--- config.mk ---
export PLATFORM = sky130hd
export DESIGN_NAME = mem_dma
export DESIGN_NICKNAME = d
export VERILOG_FILES = /design/src/rtl/qx1_pkg.sv /design/src/rtl/dma_addr_gen.sv /design/src/rtl/mem_dma.sv
export SDC_FILE = /design/constraint.sdc
export NUM_CORES = 1
export LEC_CHECK = 0
export BUFFER_PORTS_ARGS = -buffer_cell sky130_fd_sc_hd__buf_2
export CORE_AREA = 8 8 172 174
export CTS_CLUSTER_SIZE = 8
export DETAILED_ROUTE_END_ITERATION = 10
export DIE_AREA = 0 0 180 182
export GPL_TIMING_DRIVEN = 0
export PLACE_DENSITY = 0.63
export SYNTH_ARGS = -nofsm -noshare
export SYNTH_HDL_FRONTEND = slang
export SYNTH_SLANG_ARGS = --single-unit
--- constraint.sdc ---
create_clock -name clk -period 6.2 [get_ports clk]
set_clock_uncertainty 0.1 [all_clocks]
set_input_delay 0.62 -clock clk [delete_from_list [all_inputs] [get_ports clk]]
set_output_delay 0.62 -clock clk [all_outputs]
set_load 0.02 [all_outputs]
--- src/rtl/qx1_pkg.sv ---
// Shared QX1 definitions: DMA controller state encoding and transfer mode values.
package qx1_pkg;

    typedef enum logic [2:0] {
        IDLE  = 3'd0,
        SETUP = 3'd1,
        RD    = 3'd2,
        WR    = 3'd3,
        FIN   = 3'd4
    } dma_state_t;

    localparam logic DMA_MODE_COPY = 1'b0;
    localparam logic DMA_MODE_FILL = 1'b1;

endpackage

--- src/rtl/dma_addr_gen.sv ---
// Loadable address pointer with +1/-1 stepping; arithmetic wraps naturally modulo 2**ADDR_W.
module dma_addr_gen #(
    parameter int ADDR_W = 16
) (
    input  logic              clk,
    input  logic              rst_n,
    input  logic              i_load,
    input  logic [ADDR_W-1:0] i_load_val,
    input  logic              i_step,
    input  logic              i_down,
    output logic [ADDR_W-1:0] o_addr,
    output logic [ADDR_W-1:0] o_addr_nxt
);

    localparam logic [ADDR_W-1:0] ADDR_ONE = {{(ADDR_W-1){1'b0}}, 1'b1};

    logic [ADDR_W-1:0] r_addr;
    logic [ADDR_W-1:0] w_addr_nxt;

    // Next pointer value: load wins over step; the next value is exported so the
    // parent can register bus outputs in step with the pointer.
    always_comb begin
        w_addr_nxt = r_addr;
        if (i_load) begin
            w_addr_nxt = i_load_val;
        end else if (i_step) begin
            w_addr_nxt = i_down ? (r_addr - ADDR_ONE) : (r_addr + ADDR_ONE);
        end else begin
            w_addr_nxt = r_addr;
        end
    end

    // Pointer register
    always_ff @(posedge clk or negedge rst_n) begin
        if (!rst_n) begin
            r_addr <= {ADDR_W{1'b0}};
        end else begin
            r_addr <= w_addr_nxt;
        end
    end

    assign o_addr     = r_addr;
    assign o_addr_nxt = w_addr_nxt;

endmodule

--- src/rtl/mem_dma.sv ---
// Block copy/fill initiator on a single-port memory with combinational read data.
// Overlapping copies run descending so the source is never clobbered before it is read.
module mem_dma
    import qx1_pkg::*;
#(
    parameter int ADDR_W = 16,
    parameter int DATA_W = 16,
    parameter int LEN_W  = 16
) (
    input  logic              clk,
    input  logic              rst_n,
    input  logic              start,
    input  logic              mode,
    input  logic [ADDR_W-1:0] src_addr,
    input  logic [ADDR_W-1:0] dst_addr,
    input  logic [LEN_W-1:0]  len,
    input  logic [DATA_W-1:0] fill_data,
    input  logic              abort,
    output logic              busy,
    output logic              done,
    output logic              aborted,
    output logic [ADDR_W-1:0] mem_access_addr,
    output logic [DATA_W-1:0] mem_write_data,
    output logic              mem_write_en,
    input  logic [DATA_W-1:0] mem_read_data
);

    localparam int CMP_W = (ADDR_W > LEN_W) ? ADDR_W : LEN_W;
    localparam logic [LEN_W-1:0] LEN_ZERO = {LEN_W{1'b0}};
    localparam logic [LEN_W-1:0] LEN_ONE  = {{(LEN_W-1){1'b0}}, 1'b1};

    dma_state_t        r_state;
    dma_state_t        w_next;
    logic              r_mode;
    logic              r_down;
    logic [LEN_W-1:0]  r_rem;
    logic [DATA_W-1:0] r_fill;
    logic              r_busy;
    logic              r_done;
    logic              r_aborted;
    logic              r_we;
    logic [ADDR_W-1:0] r_addr;
    logic [DATA_W-1:0] r_wdata;

    logic              w_load;
    logic              w_step;
    logic              w_abort_end;
    logic              w_overlap;
    logic [ADDR_W-1:0] w_src_val;
    logic [ADDR_W-1:0] w_dst_val;
    logic [ADDR_W-1:0] w_src_addr;
    logic [ADDR_W-1:0] w_dst_addr;
    logic [ADDR_W-1:0] w_src_nxt;
    logic [ADDR_W-1:0] w_dst_nxt;
    logic [ADDR_W-1:0] w_diff;
    logic [ADDR_W-1:0] w_len_m1;

    dma_addr_gen #(.ADDR_W(ADDR_W)) u_src_gen (
        .clk        (clk),
        .rst_n      (rst_n),
        .i_load     (w_load),
        .i_load_val (w_src_val),
        .i_step     (w_step),
        .i_down     (r_down),
        .o_addr     (w_src_addr),
        .o_addr_nxt (w_src_nxt)
    );

    dma_addr_gen #(.ADDR_W(ADDR_W)) u_dst_gen (
        .clk        (clk),
        .rst_n      (rst_n),
        .i_load     (w_load),
        .i_load_val (w_dst_val),
        .i_step     (w_step),
        .i_down     (r_down),
        .o_addr     (w_dst_addr),
        .o_addr_nxt (w_dst_nxt)
    );

    // Overlap test uses the pointers loaded at start and the latched length.
    assign w_diff    = w_dst_addr - w_src_addr;
    assign w_len_m1  = ADDR_W'(r_rem - LEN_ONE);
    assign w_overlap = (r_mode == DMA_MODE_COPY) && (w_diff != {ADDR_W{1'b0}}) &&
                       (CMP_W'(w_diff) < CMP_W'(r_rem));

    // Next-state, pointer load/step and abort bookkeeping
    always_comb begin
        w_next      = r_state;
        w_load      = 1'b0;
        w_step      = 1'b0;
        w_abort_end = 1'b0;
        w_src_val   = src_addr;
        w_dst_val   = dst_addr;
        case (r_state)
            IDLE: begin
                if (start) begin
                    w_next = SETUP;
                    w_load = 1'b1;
                end else begin
                    w_next = IDLE;
                end
            end
            SETUP: begin
                if (abort) begin
                    w_next      = FIN;
                    w_abort_end = 1'b1;
                end else if (r_rem == LEN_ZERO) begin
                    w_next = FIN;
                end else begin
                    w_next    = (r_mode == DMA_MODE_FILL) ? WR : RD;
                    w_load    = w_overlap;
                    w_src_val = w_src_addr + w_len_m1;
                    w_dst_val = w_dst_addr + w_len_m1;
                end
            end
            RD: begin
                if (abort) begin
                    w_next      = FIN;
                    w_abort_end = 1'b1;
                end else begin
                    w_next = WR;
                end
            end
            WR: begin
                w_step = 1'b1;
                if (abort) begin
                    w_next      = FIN;
                    w_abort_end = 1'b1;
                end else if (r_rem == LEN_ONE) begin
                    w_next = FIN;
                end else begin
                    w_next = (r_mode == DMA_MODE_FILL) ? WR : RD;
                end
            end
            FIN: begin
                w_next = IDLE;
            end
            default: begin
                w_next = IDLE;
            end
        endcase
    end

    // State, transfer latches and registered bus/status outputs keyed off the next state
    always_ff @(posedge clk or negedge rst_n) begin
        if (!rst_n) begin
            r_state   <= IDLE;
            r_mode    <= DMA_MODE_COPY;
            r_down    <= 1'b0;
            r_rem     <= LEN_ZERO;
            r_fill    <= {DATA_W{1'b0}};
            r_busy    <= 1'b0;
            r_done    <= 1'b0;
            r_aborted <= 1'b0;
            r_we      <= 1'b0;
            r_addr    <= {ADDR_W{1'b0}};
            r_wdata   <= {DATA_W{1'b0}};
        end else begin
            r_state   <= w_next;
            r_busy    <= (w_next != IDLE);
            r_done    <= (w_next == FIN);
            r_aborted <= (w_next == FIN) && w_abort_end;
            r_we      <= (w_next == WR);
            if (r_state == IDLE && start) begin
                r_mode <= mode;
                r_rem  <= len;
                r_fill <= fill_data;
            end else if (w_step) begin
                r_rem <= r_rem - LEN_ONE;
            end
            if (r_state == SETUP) begin
                r_down <= w_overlap;
            end
            if (w_next == RD) begin
                r_addr <= w_src_nxt;
            end else if (w_next == WR) begin
                r_addr  <= w_dst_nxt;
                r_wdata <= (r_mode == DMA_MODE_FILL) ? r_fill : mem_read_data;
            end
        end
    end

    assign busy            = r_busy;
    assign done            = r_done;
    assign aborted         = r_aborted;
    assign mem_access_addr = r_addr;
    assign mem_write_data  = r_wdata;
    assign mem_write_en    = r_we;

endmodule

Word level (Yosys, flattened, before mapping)
Cells that the tools add are included.
{"block": "totals", "register_bits": 105, "inputBits": 85, "wordCells": 75}
{"block": "classes", "add_sub_neg": 8, "n_lt_le_gt_ge": 1, "eq_ne": 7, "mux": 32, "bitwise": 2, "n_reduce_logical": 12}
{"operator": "$mux 16", "n": 17}
{"operator": "$sub 16x1->16 const B", "n": 3}
{"operator": "$add 16x1->16 const B", "n": 2}
{"operator": "$add 16x16->16", "n": 2}
{"operator": "$eq 16x1->1 const B", "n": 1}
{"operator": "$logic_not 16->1", "n": 1}
{"operator": "$lt 16x16->1", "n": 1}
{"operator": "$reduce_bool 16->1", "n": 1}
{"operator": "$sub 16x16->16", "n": 1}
{"operator": "$mux 3", "n": 5}
{"operator": "$eq 3x2->1 const B", "n": 4}
{"operator": "$pmux 3 s4", "n": 1}
{"operator": "$mux 1", "n": 8}
{"operator": "$logic_and 1x1->1", "n": 4}
{"operator": "$reduce_bool 2->1", "n": 2}
{"operator": "$eq 3x1->1 const B", "n": 1}
{"operator": "$eq 3x3->1 const B", "n": 1}
{"operator": "$logic_not 3->1", "n": 1}
{"operator": "$reduce_bool 3->1", "n": 1}
{"operator": "$reduce_or 3->1", "n": 1}
{"operator": "$not 1->1", "n": 2}
{"operator": "$pmux 1 s2", "n": 1}
{"operator": "$reduce_and 2->1", "n": 1}

Longest topological paths before layout
{"block": "depth", "depth_word": 10, "mapped_depth": 22, "depth_no_buf": 19}

By module
A second synthesis with hierarchy kept.
{"block": "hier_totals", "cells_unflattened": 1108, "hier_area_um2": 9474.1}
{"module": "mem_dma", "instances": 1, "cells_each": 772, "area_each_um2": 6572.6, "seq_area_each_um2": 1826.8}
{"module": "dma_addr_gen at u_src_gen", "instances": 1, "cells_each": 164, "area_each_um2": 1455.1, "seq_area_each_um2": 400.4}
{"module": "dma_addr_gen at u_dst_gen", "instances": 1, "cells_each": 172, "area_each_um2": 1446.4, "seq_area_each_um2": 400.4}

Worst setup path before layout
OpenSTA, ideal clock, no wires.
{"block": "synth_path", "path_kind": "flip-flop to flip-flop", "start": "reg u_src_gen.r_addr[1], in the netlist u_src_gen.o_addr[1]", "end": "reg r_addr[6], in the netlist mem_access_addr[6]", "setup_ps": 126, "arrival_time_ps": 4271, "setup_slack_ps": 1703, "path_stages_with_launch": 20, "n_path_buf": 1, "period_less_slack_ps": 4497, "cell_sequence": "dfrtp_1 -> inv_1 -> ha_1 -> nor2b_1 -> o31a_1 -> o22a_1 -> buf_2 -> a221oi_1 -> o21bai_1 -> xnor2_1 -> ha_1 -> and4_1 -> o21ai_0 -> nand3_1 -> a41o_1 -> nor2_1 -> o41ai_4 -> nand2_4 -> mux2_4 -> a221o_1"}
{"block": "synth_via", "word_cells_on_any_way": 20}
{"element": "start: declaration", "line_no": "dma_addr_gen.sv:17", "source": "logic [ADDR_W-1:0] r_addr;"}
{"element": "start signal: assignment", "line_no": "dma_addr_gen.sv:36", "source": "r_addr <= {ADDR_W{1'b0}};"}
{"element": "start signal: assignment", "line_no": "dma_addr_gen.sv:38", "source": "r_addr <= w_addr_nxt;"}
{"element": "branches (longest 7 deep; another with $sub 16x16->16)"}
{"element": "$mux 16 *", "line_no": "dma_addr_gen.sv:24", "source": "if (i_load) begin"}
{"element": "via u_src_gen.o_addr_nxt[6]", "line_no": "dma_addr_gen.sv:12", "source": "output logic [ADDR_W-1:0] o_addr_nxt"}
{"element": "$mux 16 *", "line_no": "mem_dma.sv:174", "source": "if (w_next == RD) begin"}
{"element": "end signal: assignment", "line_no": "mem_dma.sv:156", "source": "r_addr <= {ADDR_W{1'b0}};"}
{"element": "end signal: assignment", "line_no": "mem_dma.sv:175", "source": "r_addr <= w_src_nxt;"}
{"element": "end signal: assignment", "line_no": "mem_dma.sv:177", "source": "r_addr <= w_dst_nxt;"}
{"element": "end: declaration", "line_no": "mem_dma.sv:42", "source": "logic [ADDR_W-1:0] r_addr;"}
Mark *: on every way through the listed nets, which the timed path passes. The select of a mux whose other input is x is not followed.
A chain may end at the register's enable or synchronous reset.

Worst setup path after layout
{"block": "layout_path", "start": "reg u_src_gen.r_addr[1], in the netlist u_src_gen.o_addr[1]", "end": "reg r_addr[3], in the netlist mem_access_addr[3]"}
{"block": "layout_via", "elab_chain_len": 10, "word_cells_on_any_way": 20}
{"element": "branches (longest 9 deep; another with $sub 16x16->16)"}
{"element": "$mux 16 *", "line_no": "mem_dma.sv:174"}
Every way passes the cells marked *. The select of a mux whose other input is x is not followed.

==> results.md <==
- Status: finished clean
- Arr. time, crit path: slightly below 6 ns
- Slew headroom: 20.3%
- RSZ-0062 raised after global routing: no
- # rows: 60
- Pin count of the biggest net entering global routing: 55
- Final hold vios: 0
- Share of the synthesized area in the top cell type: 28.5%
- Die area: 32800 µm²
- Number of iterations in the first detailed-routing pass: 6
- Initial antenna violation count: 1
- # setup viols final: 0
- First DRT Iteration DRCs: 726
- CP Class: flop to flop
- Tmin final: between 5 and 6 ns
- Cts hold-fix bufs: 0
- Number of gates resized after CTS: 0
- Final HPWL DP: 25.1 mm
- CTS tree: done
- Synthesized flop and latch total: 105
- Die height: 182 µm
- H-tree depth: 3
- TNS Setup: 0 ns
- Tcrit/Tclk final: 93.3%
- First-pass GRT wire length: 49.3 mm
- Inserted Clock Buffers: 9
- Ys async rst share: 100%
- I/O Pins: 121
- Layout cells sized above 1: between 10% and 20%
- Finished Cell Area: approximately 11000 µm²
- Most numerous cell in the Yosys netlist: nand2_1
- Synth Warn #: 0
- Worst-path maximum fanout: 10
- CP Cell Sequence: inv_1 -> ha_1 -> nor2b_1 -> o31a_1 -> o22a_1 -> buf_2 -> a221oi_1 -> o21bai_1 -> xnor2_1 -> ha_1 -> and4_1 -> o21ai_0 -> nand3_1 -> a41o_1 -> nor2_1 -> o41a_1 -> buf_2 -> nor2_4 -> buf_4 -> o2111ai_1 -> nand2_1
- CP endpoint kind: flop
- Nets@finish: 1430
- Placed cell areas: slightly above 10000 µm²
- Clk sinks: 105
- RD Place Congestion: 0.959
- Die X-Extent: 180 µm
- Post-synth net total: 1297
- Largest stage delay, worst path: 0.76 ns
- Dpl ws: 0.537 ns
- Reg clk slew, reported paths: 0.09 ns
- Via count: 9062
- Slew @ Worst Pin: 1.19 ns
- Via density: 5.68
- Clock latency at the later pin of the worst-skew pair: 0.37 ns
- Largest cells by area after synthesis: dfrtp_1 28%, ha_1 12%, nand2_1 5.6%
- Mean Syn Cell Area: 8.26 µm²
- Slew Limit Fails: 0
- GRT overflow: 0
- Gr usage total: a little under a fifth
- Sequential area share after synthesis: about 28%
- Most used DFF post-synth: dfrtp_1
- Initial Util: 34.6%
- IO Port Bufs: 120
- Synth cell types: 75
- Buffer count from post-CTS setup fixing: 0
- CP max-delay cell: xnor2_1
- Average wire per standard cell: between 20 and 25 µm
- Worst min-delay path class: input port to asynchronous set/reset pin
- Fmax: 173 MHz
- Top cells by count, synth: 137 x nand2_1, 105 x dfrtp_1, 96 x nor2_1
- Final ANT Viol Nets: 0
- Root buffer cell: clkbuf_16
- Max Cap Viol: 0
- Vias in the first global route: 8719
- Final setup margin: ~0.42 ns
- Post-synth EDFFs: 0
- Gate Count Post-Synth: between 1000 and 1500
- CP Data Required Time: about 6.4 ns
- DRC: 0
- Clock tree buffer depth: 2
- Core box area: 26700 µm²
- Area growth, synth to finish: 15.0%
- # diodes: 0
- Worst setup SP type: flop
- Cell taking the most area after synthesis: dfrtp_1
- Mapped cell area: between 9000 and 10000 µm²
- Final WL: 32.6 mm
## layout by cell type (no fill, tap or decap), types with 6 or more instances in the layout
master     netlist  final
nand2_1        137    137
buf_2            4    123
dfrtp_1        105    104
nor2_1          96     96
ha_1            90     90
a21oi_1         85     85
o21ai_0         75     75
inv_1           50     50
xnor2_1         40     40
nor3_1          37     37
mux2i_1         31     31
clkbuf_1        28     28
nand3_1         27     27
o21a_1          25     25
xor2_1          25     25
a211oi_1        21     21
a21o_1          16     16
a31oi_1         14     14
a221o_1         13     13
and3_1          11     11
nor2b_1         10     10
or3_1            9      9
o31a_1           9      9
buf_1            9      9
o211ai_1         9      9
and2_1           9      9
nor4_1           9      9
clkbuf_16        0      9
nand2b_1         8      8
o2111ai_1        8      8
or2_2            7      7
o31ai_1          6      6
a211o_1          6      6
## metal layers
metal | up-vias | global-route usage, % | part of all wire (%)
met4 | 2 | 5.60 | 2.6
met1 | 4288 | 24.5 | 45
met5 | - | 0 | 0.025
met2 | 346 | 32.4 | 47
met3 | 61 | 3.57 | 6.4
li1 | 4365 | - | -
## registers in the layout (all words and copies together), names as in the netlist
| name | cells |
|---|---|
| done | 1 |
| mem_write_en | 1 |
| r_rem | 16 |
| r_fill | 16 |
| u_src_gen.o_addr | 16 |
| u_dst_gen.o_addr | 16 |
| mem_access_addr | 16 |
| r_down | 1 |
| r_mode | 1 |
| aborted | 1 |
| r_state | 3 |
| mem_write_data | 16 |
| busy | 1 |
## worst paths after layout
kind,startpoint,to,slack (ns),cells past startpoint
setup / recovery,u_src_gen.o_addr[1]$_DFF_PN0_,mem_access_addr[3]$_DFFE_PN0P_,0.42,21
hold / removal,rst_n,mem_write_data[9]$_DFFE_PN0P_,0.09,1
setup reg to reg,u_src_gen.o_addr[1]$_DFF_PN0_,mem_access_addr[3]$_DFFE_PN0P_,0.42,21
hold reg to reg,r_fill[10]$_DFFE_PN0P_,r_fill[10]$_DFFE_PN0P_,0.39,2
max in group asynchronous,rst_n,r_down$_DFFE_PN0P_,5.22,2
min in group clk,fill_data[8],r_fill[8]$_DFFE_PN0P_,0.33,3
## cell families (layout without fill, tap and decap cells)
logic type,after synthesis,after routing,synth area share (%)
adder cells (fa/ha/maj),95,95,13.3
XOR/XNOR,65,65,6.17
buffers and inverters,94,232,3.96
multiplexers,37,37,4.22
AND/OR/NAND/NOR,388,388,19.7
AO/OA/AOI/OAI,333,333,24.2
flip-flops,105,105,28.5
## metrics by stage
| step | hold slack (ns) | instances | util (%) |
|---|---|---|---|
| after CTS | 0.118 | 1595 | 39.8 |
| after detailed placement | 0.363 | 1579 | 38.6 |
| after floorplan | 0.224 | 1117 | - |
| after global routing | 0.132 | 1596 | 39.8 |
| final | 0.0927 | 1596 | 39.8 |
| after global placement | 0.358 | 1578 | 38.5 |
## critical path, delay by kind of cell (launching register included)
| kind | cells | cell delay, ns |
|---|---|---|
| XOR/XNOR | 1 | 0.76 |
| AND/OR/NAND/NOR | 6 | 0.99 |
| flip-flops | 1 | 0.53 |
| buffers and inverters | 4 | 0.86 |
| adder cells (fa/ha/maj) | 2 | 0.68 |
| AO/OA/AOI/OAI | 8 | 1.74 |
## area by class of cell
cell class	instances	area (µm²)
Fill cell	2760	16000
Multi-Input combinational cell	918	6240
Sequential cell	105	2630
Timing Repair Buffer	122	646
Tap cell	341	427
Clock buffer	9	225
Inverter	51	191
Buffer	43	174
Clock inverter	7	88.8
Power is not shown: default switching activity piles up to over one toggle a cycle in this logic, so the estimate is an artifact.
